File: src/rtl/ssm_tile_sequencer.sv
`default_nettype none
// ============================================================================
// Module      : ssm_tile_sequencer
// Description : Upstream feeder for the SSM block top. Walks every (h,p)
//               pair with h outer and p inner. For each pair it streams
//               TILES = N_TOTAL/N_TILE state tiles (B, C, h_prev slices plus
//               the per-pair scalars dt, dA, D, x) over a valid/ready link.
//               Operands come from external synchronous-read memories with
//               a 1-cycle read latency. Credit-limited issue into a 2-entry
//               output FIFO keeps at most two beats outstanding. A tag
//               (h*P+p) is emitted when a pair's last tile is accepted.
// Optional    : `define SEQ_STALL_CNT_EN builds a 32-bit saturating
//               backpressure counter on stall_cnt_o. Otherwise stall_cnt_o
//               is tied to 0.
// Ports       : clk, rstn (async, active-low)
//               start_i / busy_o / done_o          - scan control
//               rd_en_o, *_addr_o, *_rd_i          - operand memory side
//               tile_valid_o / tile_ready_i        - beat handshake
//               dt_o, dA_o, D_o, x_o, *_tile_o     - beat payload
//               tile_last_o                        - last tile of a pair
//               hp_tag_o / hp_tag_valid_o          - pair-complete tag
//               stall_cnt_o                        - backpressure counter
// Revision    : 1.0 - initial release
// ============================================================================
module ssm_tile_sequencer #(
  parameter  int DW      = 16,
  parameter  int N_TILE  = 16,
  parameter  int N_TOTAL = 128,
  parameter  int H       = 24,
  parameter  int P       = 64,
  localparam int TILES   = N_TOTAL / N_TILE,
  localparam int HW      = $clog2(H),
  localparam int HPW     = $clog2(H * P),
  localparam int TW      = (TILES > 1) ? $clog2(TILES) : 1,
  localparam int TDW     = N_TILE * DW
) (
  input  logic               clk,
  input  logic               rstn,
  // scan control
  input  logic               start_i,
  output logic               busy_o,
  output logic               done_o,
  // operand memories
  output logic               rd_en_o,
  output logic [HW-1:0]      h_addr_o,
  output logic [HPW-1:0]     hp_addr_o,
  output logic [TW-1:0]      t_addr_o,
  output logic [HPW+TW-1:0]  hprev_addr_o,
  input  logic [DW-1:0]      dt_rd_i,
  input  logic [DW-1:0]      dA_rd_i,
  input  logic [DW-1:0]      D_rd_i,
  input  logic [DW-1:0]      x_rd_i,
  input  logic [TDW-1:0]     B_rd_i,
  input  logic [TDW-1:0]     C_rd_i,
  input  logic [TDW-1:0]     hprev_rd_i,
  // beat stream
  output logic               tile_valid_o,
  input  logic               tile_ready_i,
  output logic [DW-1:0]      dt_o,
  output logic [DW-1:0]      dA_o,
  output logic [DW-1:0]      D_o,
  output logic [DW-1:0]      x_o,
  output logic [TDW-1:0]     B_tile_o,
  output logic [TDW-1:0]     C_tile_o,
  output logic [TDW-1:0]     hprev_tile_o,
  output logic               tile_last_o,
  // pair completion tag
  output logic [HPW-1:0]     hp_tag_o,
  output logic               hp_tag_valid_o,
  // backpressure statistics
  output logic [31:0]        stall_cnt_o
);

  localparam int PW = (P > 1) ? $clog2(P) : 1;
  localparam int AW = HPW + TW;

  // One buffered beat: payload plus the bookkeeping that travels with it.
  typedef struct packed {
    logic [DW-1:0]  dt;
    logic [DW-1:0]  da;
    logic [DW-1:0]  d;
    logic [DW-1:0]  x;
    logic [TDW-1:0] b;
    logic [TDW-1:0] c;
    logic [TDW-1:0] hprev;
    logic           last;
    logic [HPW-1:0] tag;
  } beat_t;

  typedef enum logic [1:0] {
    ST_IDLE  = 2'd0,
    ST_RUN   = 2'd1,
    ST_DRAIN = 2'd2
  } state_t;

  state_t         state;
  logic [HW-1:0]  h_cnt;
  logic [PW-1:0]  p_cnt;
  logic [TW-1:0]  t_cnt;
  logic           busy;
  logic           done;

  // Read issued last cycle; its data is on the *_rd_i inputs this cycle.
  logic           inflight;
  logic           inflight_last;
  logic [HPW-1:0] inflight_tag;

  // Two-entry FIFO: head drives the outputs, skid absorbs the read that
  // was already in flight when backpressure appeared.
  beat_t          head;
  beat_t          skid;
  beat_t          in_beat;
  logic [1:0]     fifo_cnt;

  logic           tag_valid;
  logic [HPW-1:0] tag_q;

  logic           head_vld;
  logic           pop;
  logic           push;
  logic [1:0]     occupied;
  logic           credit;
  logic           issue;
  logic           last_t;
  logic           last_p;
  logic           last_h;
  logic [HPW-1:0] hp_idx;
  logic [AW-1:0]  hprev_idx;
  logic           final_pop;

  // --------------------------------------------------------------------------
  // Address generation and issue credit
  // --------------------------------------------------------------------------
  assign last_t    = (t_cnt == TW'(TILES - 1));
  assign last_p    = (p_cnt == PW'(P - 1));
  assign last_h    = (h_cnt == HW'(H - 1));
  assign hp_idx    = HPW'(h_cnt) * HPW'(P) + HPW'(p_cnt);
  assign hprev_idx = AW'(hp_idx) * AW'(TILES) + AW'(t_cnt);

  assign head_vld  = (fifo_cnt != 2'd0);
  assign pop       = head_vld && tile_ready_i;
  assign push      = inflight;

  // A beat accepted this cycle frees its slot immediately, so a steady
  // ready stream sustains one read per cycle. inflight + fifo_cnt never
  // exceeds 2, and pop implies fifo_cnt >= 1, so this cannot underflow.
  assign occupied  = fifo_cnt + {1'b0, inflight} - {1'b0, pop};
  assign credit    = (occupied < 2'd2);
  assign issue     = (state == ST_RUN) && credit;

  // The very last beat of the scan is the one carrying the final tag.
  assign final_pop = pop && head.last && (head.tag == HPW'(H * P - 1));

  assign rd_en_o      = issue;
  assign h_addr_o     = h_cnt;
  assign hp_addr_o    = hp_idx;
  assign t_addr_o     = t_cnt;
  assign hprev_addr_o = hprev_idx;

  // --------------------------------------------------------------------------
  // Scan FSM and (h,p,t) counters
  // --------------------------------------------------------------------------
  always_ff @(posedge clk or negedge rstn) begin
    if (!rstn) begin
      state <= ST_IDLE;
      h_cnt <= '0;
      p_cnt <= '0;
      t_cnt <= '0;
      busy  <= 1'b0;
      done  <= 1'b0;
    end else begin
      done <= 1'b0;
      case (state)
        ST_IDLE: begin
          if (start_i) begin
            state <= ST_RUN;
            busy  <= 1'b1;
            h_cnt <= '0;
            p_cnt <= '0;
            t_cnt <= '0;
          end
        end
        ST_RUN: begin
          if (issue) begin
            if (last_t) begin
              t_cnt <= '0;
              if (last_p) begin
                p_cnt <= '0;
                if (last_h) begin
                  h_cnt <= '0;
                  state <= ST_DRAIN;
                end else begin
                  h_cnt <= h_cnt + HW'(1);
                end
              end else begin
                p_cnt <= p_cnt + PW'(1);
              end
            end else begin
              t_cnt <= t_cnt + TW'(1);
            end
          end
        end
        ST_DRAIN: begin
          if (final_pop) begin
            state <= ST_IDLE;
            busy  <= 1'b0;
            done  <= 1'b1;
          end
        end
        default: begin
          state <= ST_IDLE;
          busy  <= 1'b0;
        end
      endcase
    end
  end

  // --------------------------------------------------------------------------
  // In-flight read bookkeeping: last flag and tag follow the read by one
  // cycle so they line up with the memory data.
  // --------------------------------------------------------------------------
  always_ff @(posedge clk or negedge rstn) begin
    if (!rstn) begin
      inflight      <= 1'b0;
      inflight_last <= 1'b0;
      inflight_tag  <= '0;
    end else begin
      inflight <= issue;
      if (issue) begin
        inflight_last <= last_t;
        inflight_tag  <= hp_idx;
      end
    end
  end

  assign in_beat = {dt_rd_i, dA_rd_i, D_rd_i, x_rd_i,
                    B_rd_i, C_rd_i, hprev_rd_i,
                    inflight_last, inflight_tag};

  // --------------------------------------------------------------------------
  // Output FIFO (head + skid). Push without pop at full occupancy cannot
  // happen because issue is credit-limited.
  // --------------------------------------------------------------------------
  always_ff @(posedge clk or negedge rstn) begin
    if (!rstn) begin
      head     <= '0;
      skid     <= '0;
      fifo_cnt <= 2'd0;
    end else begin
      case (fifo_cnt)
        2'd0: begin
          if (push) begin
            head     <= in_beat;
            fifo_cnt <= 2'd1;
          end
        end
        2'd1: begin
          if (push && pop) begin
            head <= in_beat;
          end else if (push) begin
            skid     <= in_beat;
            fifo_cnt <= 2'd2;
          end else if (pop) begin
            fifo_cnt <= 2'd0;
          end
        end
        2'd2: begin
          if (pop) begin
            head <= skid;
            if (push) begin
              skid <= in_beat;
            end else begin
              fifo_cnt <= 2'd1;
            end
          end
        end
        default: fifo_cnt <= 2'd0;
      endcase
    end
  end

  assign tile_valid_o = head_vld;
  assign dt_o         = head.dt;
  assign dA_o         = head.da;
  assign D_o          = head.d;
  assign x_o          = head.x;
  assign B_tile_o     = head.b;
  assign C_tile_o     = head.c;
  assign hprev_tile_o = head.hprev;
  assign tile_last_o  = head.last;

  // --------------------------------------------------------------------------
  // Pair-complete tag, one cycle after the last tile's handshake
  // --------------------------------------------------------------------------
  always_ff @(posedge clk or negedge rstn) begin
    if (!rstn) begin
      tag_valid <= 1'b0;
      tag_q     <= '0;
    end else begin
      tag_valid <= pop && head.last;
      if (pop && head.last) begin
        tag_q <= head.tag;
      end
    end
  end

  assign hp_tag_valid_o = tag_valid;
  assign hp_tag_o       = tag_q;
  assign busy_o         = busy;
  assign done_o         = done;

  // --------------------------------------------------------------------------
  // Optional backpressure counter
  // --------------------------------------------------------------------------
`ifdef SEQ_STALL_CNT_EN
  logic [31:0] stall_cnt;

  always_ff @(posedge clk or negedge rstn) begin
    if (!rstn) begin
      stall_cnt <= 32'd0;
    end else if ((state == ST_IDLE) && start_i) begin
      stall_cnt <= 32'd0;
    end else if (head_vld && !tile_ready_i && (stall_cnt != 32'hFFFF_FFFF)) begin
      stall_cnt <= stall_cnt + 32'd1;
    end
  end

  assign stall_cnt_o = stall_cnt;
`else
  assign stall_cnt_o = 32'd0;
`endif

endmodule
`default_nettype wire

File: config.mk
export PLATFORM = sky130hd
export DESIGN_NAME = ssm_tile_sequencer
export DESIGN_NICKNAME = d
export VERILOG_FILES = /design/src/rtl/ssm_tile_sequencer.sv
export SDC_FILE = /design/constraint.sdc
export NUM_CORES = 2
export LEC_CHECK = 0
export CAP_MARGIN = 10
export CORE_AREA = 3 3 683 685
export DETAILED_ROUTE_END_ITERATION = 10
export DIE_AREA = 0 0 686 688
export DONT_BUFFER_PORTS = 1
export PLACE_DENSITY = 0.3
export SLEW_MARGIN = 15
export SYNTH_ARGS = -nofsm -noshare
export SYNTH_HDL_FRONTEND = slang
export SYNTH_SLANG_ARGS = --single-unit
File: constraint.sdc
create_clock -name clk -period 2.95 [get_ports clk]
set_clock_uncertainty 0.15 [all_clocks]
set_input_delay 0.59 -clock clk [delete_from_list [all_inputs] [get_ports clk]]
set_output_delay 0.59 -clock clk [all_outputs]
set_load 0.005 [all_outputs]
# --- After elaboration in Yosys (flattened, before gate mapping) ---
# Index checks and enable logic that the tools add are counted.
totals:
  regBits: 1733
  latch_bits: 0
  ram_bits: 0
  romBits: 0
  in_bits: 836
  output_inout_bits: 914
  word_cells: 120
  mem_count: 0
classes:
  add_sub_neg: 7
  n_mul: 0
  div: 0
  magnitude_cmp: 1
  n_eq_ne: 20
  shifts: 0
  muxes: 42
  bitwise_logic: 1
  reduce_logical: 19
op_table:
  columns: ["operator", "n"]
  rows:
  - ["$mux 844", 6]
  - ["$pmux 844 s3", 1]
  - ["$pmux 844 s2", 1]
  - ["$mux 5", 5]
  - ["$mux 2", 12]
  - ["$mux 6", 4]
  - ["$ne 2x2->1 const B", 11]
  - ["$add 14x3->14", 1]
  - ["$pmux 2 s3", 2]
  - ["$pmux 6 s2", 1]
  - ["$add 11x6->11", 1]
  - ["$eq 11x11->1 const B", 1]
  - ["$pmux 5 s2", 1]
  - ["$reduce_and 5->1", 2]
  - ["$mux 3", 3]
  - ["$reduce_and 3->1", 3]
  - ["$reduce_and 4->1", 2]
  - ["$add 6x1->6 const B", 1]
  - ["$eq 6x6->1 const B", 1]
  - ["$pmux 3 s2", 1]
  - ["$reduce_and 6->1", 1]
  - ["$reduce_bool 2->1", 3]
  - ["$add 5x1->5 const B", 1]
  - ["$eq 5x5->1 const B", 1]
  - ["14 further kinds", 24]

# --- Logic depth before layout (Yosys ltp) ---
logic_depth:
  word_depth: 7
  ltp_mapped: 10
  ltp_nobuf: 7

# --- Worst setup path before layout ---
# No wires, ideal clock.
synth_timing:
  path_kind: "input to output"
  start: "in tile_ready_i"
  end: "out rd_en_o"
  t_arrival_ps: 1584
  required_ps: 2210
  setup_slack_ps: 626
  path_stages: 5
  n_path_buf: 1
  path_cell_list: "and2b_1 > mux2i_1 > nand2_1 > inv_2 > buf_2"
synth_via:
  elab_chain_len: 4
synth_lines:
  columns: ["item", "line_no", "text"]
  rows:
  - ["start, declared", "58", "input logic tile_ready_i,"]
  - ["$logic_and 1x1->1", "141", "assign pop = head_vld && tile_ready_i;"]
  - ["$sub 2x1->2", "147", "assign occupied = fifo_cnt + {1'b0, inflight} - {1'b0, pop};"]
  - ["$lt 2x2->1", "148", "assign credit = (occupied < 2'd2);"]
  - ["$logic_and 1x1->1", "149", "assign issue = (state == ST_RUN) && credit;"]
  - ["end, declared", "44", "output logic rd_en_o,"]
# No other way between the ends.

# --- Worst setup path after layout ---
layout_timing:
  start: "reg fifo_cnt[1]"
  end: "out rd_en_o"
layout_via:
  elab_chain_len: 5
  word_cells_on_any_way: 6
  classes_between: "2 x add/sub; 1 x order compare; 3 x reduce/logical"
layout_lines:
  columns: ["item", "line_no", "text"]
  rows:
  - ["start, declared", "113", "logic [1:0] fifo_cnt;"]
  - ["start signal, assigned", "248", "fifo_cnt <= 2'd0;"]
  - ["start signal, assigned", "254", "fifo_cnt <= 2'd1;"]
  - ["start signal, assigned", "262", "fifo_cnt <= 2'd2;"]
  - ["parallel branches: the longest is 2 deep, another holds $add 2x1->2", null, null]
  - ["$sub 2x1->2 (*)", "147", null]
  - ["$lt 2x2->1 (*)", "148", null]
  - ["$logic_and 1x1->1 (*)", "149", null]
# Mark *: on every way between the ends.

==> results.md <==
* Status: finished, violations left
* Failing checks: hold timing
* Maximum vdd drop at slightly below 0.6 mV
* Pre-CTS setup slack at -2.22 ns
* Synth cell types at 45
* Initial Utilization at roughly 17%
* Synth async-reset ratio at 100%
* Final net count at 8231
* Final ANT Viol Nets at 0
* I/O Pins at 1750
* TritonRoute pass-1 iters at 5
* Post-Synth XOR/XNOR Area at 0.0113%
* Root Buffer: clkbuf_16
* Post-Syn Area per Cell at approximately 10 µm²
* Final setup fails at 0
* Yosys warns at 0
* Bufs on Longest Clock Path at 4
* Layout area overhead at 22.8%
* Leakage at 42.0 nW
* Critical path required time at 2.21 ns
* CP cell instances: buf_4 > and2_1 > mux2i_1 > nand2_1 > inv_4
* Synthesized-area fraction occupied by and/or/nand/nor cells at 12.7%
* Post-synth EDFFs at 0
* Core Box Area at 460000 µm²
* Grt ovf at 0
* Hold WC Path Type: primary input to async pin
* TritonCTS clock tree: yes
* Die W at 686 µm
* Largest family of logic cells by synthesized area: simple AND/OR/NAND/NOR gates
* Clock transition at path regs at 0.06 ns
* Die Y at 688 µm
* Layout Cells excl Fill at approximately 14k
* HPWL Detailed at 238000 µm
* Max_slew headroom at around a fifth
* Total Die Area at 472000 µm²
* Arr. time, crit path at 2.05 ns
* Routed vias at 53.5k
* Post-Synth Adder-Cell Area at 0.0645%
* Main flop type after synthesis: dfrtp_1
* Worst-margin pin slew at 1.18 ns
* Largest net degree at the start of global routing at 194
* Crit path kind: flop to output pin
* Dpl cells at 12.5k
* Worst-skew pair later-pin latency at 0.91 ns
* # clock sinks at 1733
* Slew Viols, Final at 0
* Vias in the first global route at 53.2k
* Drt total wl at between 300000 and 400000 µm
* Power Total at roughly 87 mW
* # port buffers at 0
* Cell Rows at about 250
* Max incr delay on CP at approximately 0.37 ns
* Final Critical Period at approximately 2.8 ns
* Multiplexer share of the synthesized area at 12.6%
* Buf+Inv Stages, Crit Path at 2
* Initial DRC count at roughly 3.2k
* GPL Wtd Cong at 0.835
* Num CTS Buffers at 223
* Seq/Total Area, Yosys at 55.9%
* PD cells at 910 nW/µm²
* Period utilization at 94.5%
* Compound-Gate Fraction of Synth Area at 7.12%
* Synthesized netlist cell count at 7449
* Total GRT Usage at 13.0%
* Residual DRC at 0
* CP delay by family, top: flip-flops
* Critical Path Sink Type: output pin
* Worst setup SP type: flop
* First-pass GRT wire length at 444000 µm
* Final hold slack at -0.744 ns
* Final Hold Fails at 354
* Wirelength per Cell at roughly 23 µm
* Fillers at 50.0k
* Initial antenna violation count at 127
* Number of max-cap violations at 0
* FMAX at 359 MHz
* Vias per cell at 3.89
* CTS H-tree depth at 4
* Slowest stage cell, crit path: dfrtp_1
* Ratio of cells with drive above 1 in the final layout at 17.6%
* Cell Area, Synth at 77600 µm²
* Setup WS post-layout at 0.162 ns
* Crit-path max FO at 10
* Synthesis-stage register bit count at about 1.7k
[stage by stage]
stage | cell area [µm²] | TNS, ns | util (%)
floorplan | 77700 | 0 | -
global placement | 78900 | -851.05 | 17.1
detailed placement | 78900 | -926.96 | 17.1
CTS | 94900 | 0 | 20.6
global route | 95200 | -0.0227 | 20.7
finish | 95300 | 0 | 20.7
[cells in the mapped netlist, types with 2 or more instances]
| cell | instances | share of area (%) |
|---|---|---|
| nand2_1 | 1707 | 8.3 |
| a21o_1 | 2 | 0.019 |
| mux2_2 | 767 | 11 |
| ha_1 | 4 | 0.065 |
| nor2_1 | 852 | 4.1 |
| o21ai_0 | 17 | 0.11 |
| mux2i_1 | 3 | 0.039 |
| a21oi_1 | 5 | 0.032 |
| a31oi_1 | 846 | 6.8 |
| nor2b_1 | 4 | 0.032 |
| o31ai_1 | 3 | 0.029 |
| nand2b_1 | 4 | 0.032 |
| mux2_1 | 100 | 1.5 |
| nor4_1 | 2 | 0.016 |
| and2_1 | 3 | 0.024 |
| nand3_1 | 7 | 0.045 |
| dfrtp_1 | 1733 | 56 |
| buf_1 | 7 | 0.034 |
| buf_2 | 174 | 1.1 |
| clkbuf_1 | 216 | 1.0 |
| inv_1 | 5 | 0.024 |
| buf_6 | 12 | 0.17 |
| buf_4 | 950 | 9.2 |
| o211ai_1 | 2 | 0.019 |
| nand4_1 | 4 | 0.032 |
[routing by layer]
metal / wire length [µm] / part of all wire, % / track usage, %
met5: 293 / 0.091 / 0
met4: 10700 / 3.3 / 3.65
met3: 25800 / 8.0 / 4.34
met2: 165000 / 51 / 23.7
met1: 121000 / 37 / 14.4
[flip-flops by register name (all words and copies together), names as in the netlist, 2 cells and up]
name / cells
p_cnt: 6
state: 2
dt_o: 16
D_o: 16
t_addr_o: 3
hprev_tile_o: 256
B_tile_o: 256
x_o: 16
C_tile_o: 256
skid: 844
dA_o: 16
hp_tag_o: 11
inflight_tag: 11
head: 11
h_addr_o: 5
fifo_cnt: 2
[worst paths after layout]
check                                             start                            to  slack [ns]  cells after the start
worst max-delay path            fifo_cnt[1]$_DFFE_PN0P_                       rd_en_o        0.16                      5
worst min-delay path                               rstn  hprev_tile_o[88]$_DFFE_PN0P_       -0.74                      0
worst max register to register  fifo_cnt[0]$_DFFE_PN0P_      C_tile_o[52]$_DFFE_PN0P_        0.35                      9
worst min register to register    skid[503]$_DFFE_PN0P_     C_tile_o[235]$_DFFE_PN0P_        0.31                      2
max in group asynchronous                          rstn         skid[463]$_DFFE_PN0P_        0.35                      5
min in group clk                            dt_rd_i[13]         skid[841]$_DFFE_PN0P_        0.25                      2
[area by class of cell]
| type | count | area, µm² | share of cell area [%] |
|---|---|---|---|
| clock inverters | 60 | 955 | 1.00 |
| clock buffers | 332 | 6570 | 6.90 |
| inverters | 6 | 25.0 | 0.0263 |
| multi-input cells | 4382 | 25400 | 26.6 |
| flip-flops and latches | 1733 | 43400 | 45.5 |
| well taps | 6149 | 7690 | 8.07 |
| repair buffers | 1045 | 11200 | 11.7 |
| diodes | 55 | 138 | 0.144 |
[logic make-up after synthesis]
kind of cell | Yosys count
adder cells (fa/ha/maj) | 4
flip-flops | 1733
multiplexers | 870
AND/OR/NAND/NOR | 2592
other | 1
buffers and inverters | 1365
AO/OA/AOI/OAI | 883
XOR/XNOR | 1
[cells in the final DEF, fill, tap and decap left out, drive strengths merged, types with 2 or more instances in the layout]
cell type	count
nand2	1707
a21o	2
ha	4
nand3	7
dfrtp	1733
a31oi	846
clkbuf	334
nor4	2
nand2b	4
o31ai	3
nor2b	4
nor2	852
bufbuf	5
bufinv	18
a21oi	5
nand4	4
o21ai	19
clkinvlp	7
buf	202
o211ai	2
mux2	867
clkinv	28
and2	3
conb	32
mux2i	3
diode	55
inv	13
dlygate4sd3	836
[report_power, final]
| part | internal, mW | switching, mW |
|---|---|---|
| clock network | 16.9 | 11.4 |
| registers | 30.8 | 11.2 |
| logic | 7.30 | 9.04 |
| total | 55.0 | 31.7 |
[timing repair]
item,in CTS,in global routing
gates cloned,5,2
gates resized for setup,5,1
endpoints found under the hold margin,2075,401
buffers inserted,2,1
hold buffers,834,5
pin swaps,0,1
setup endpoints to repair,476,298
Note: power is estimated with default switching activity, not from simulation.
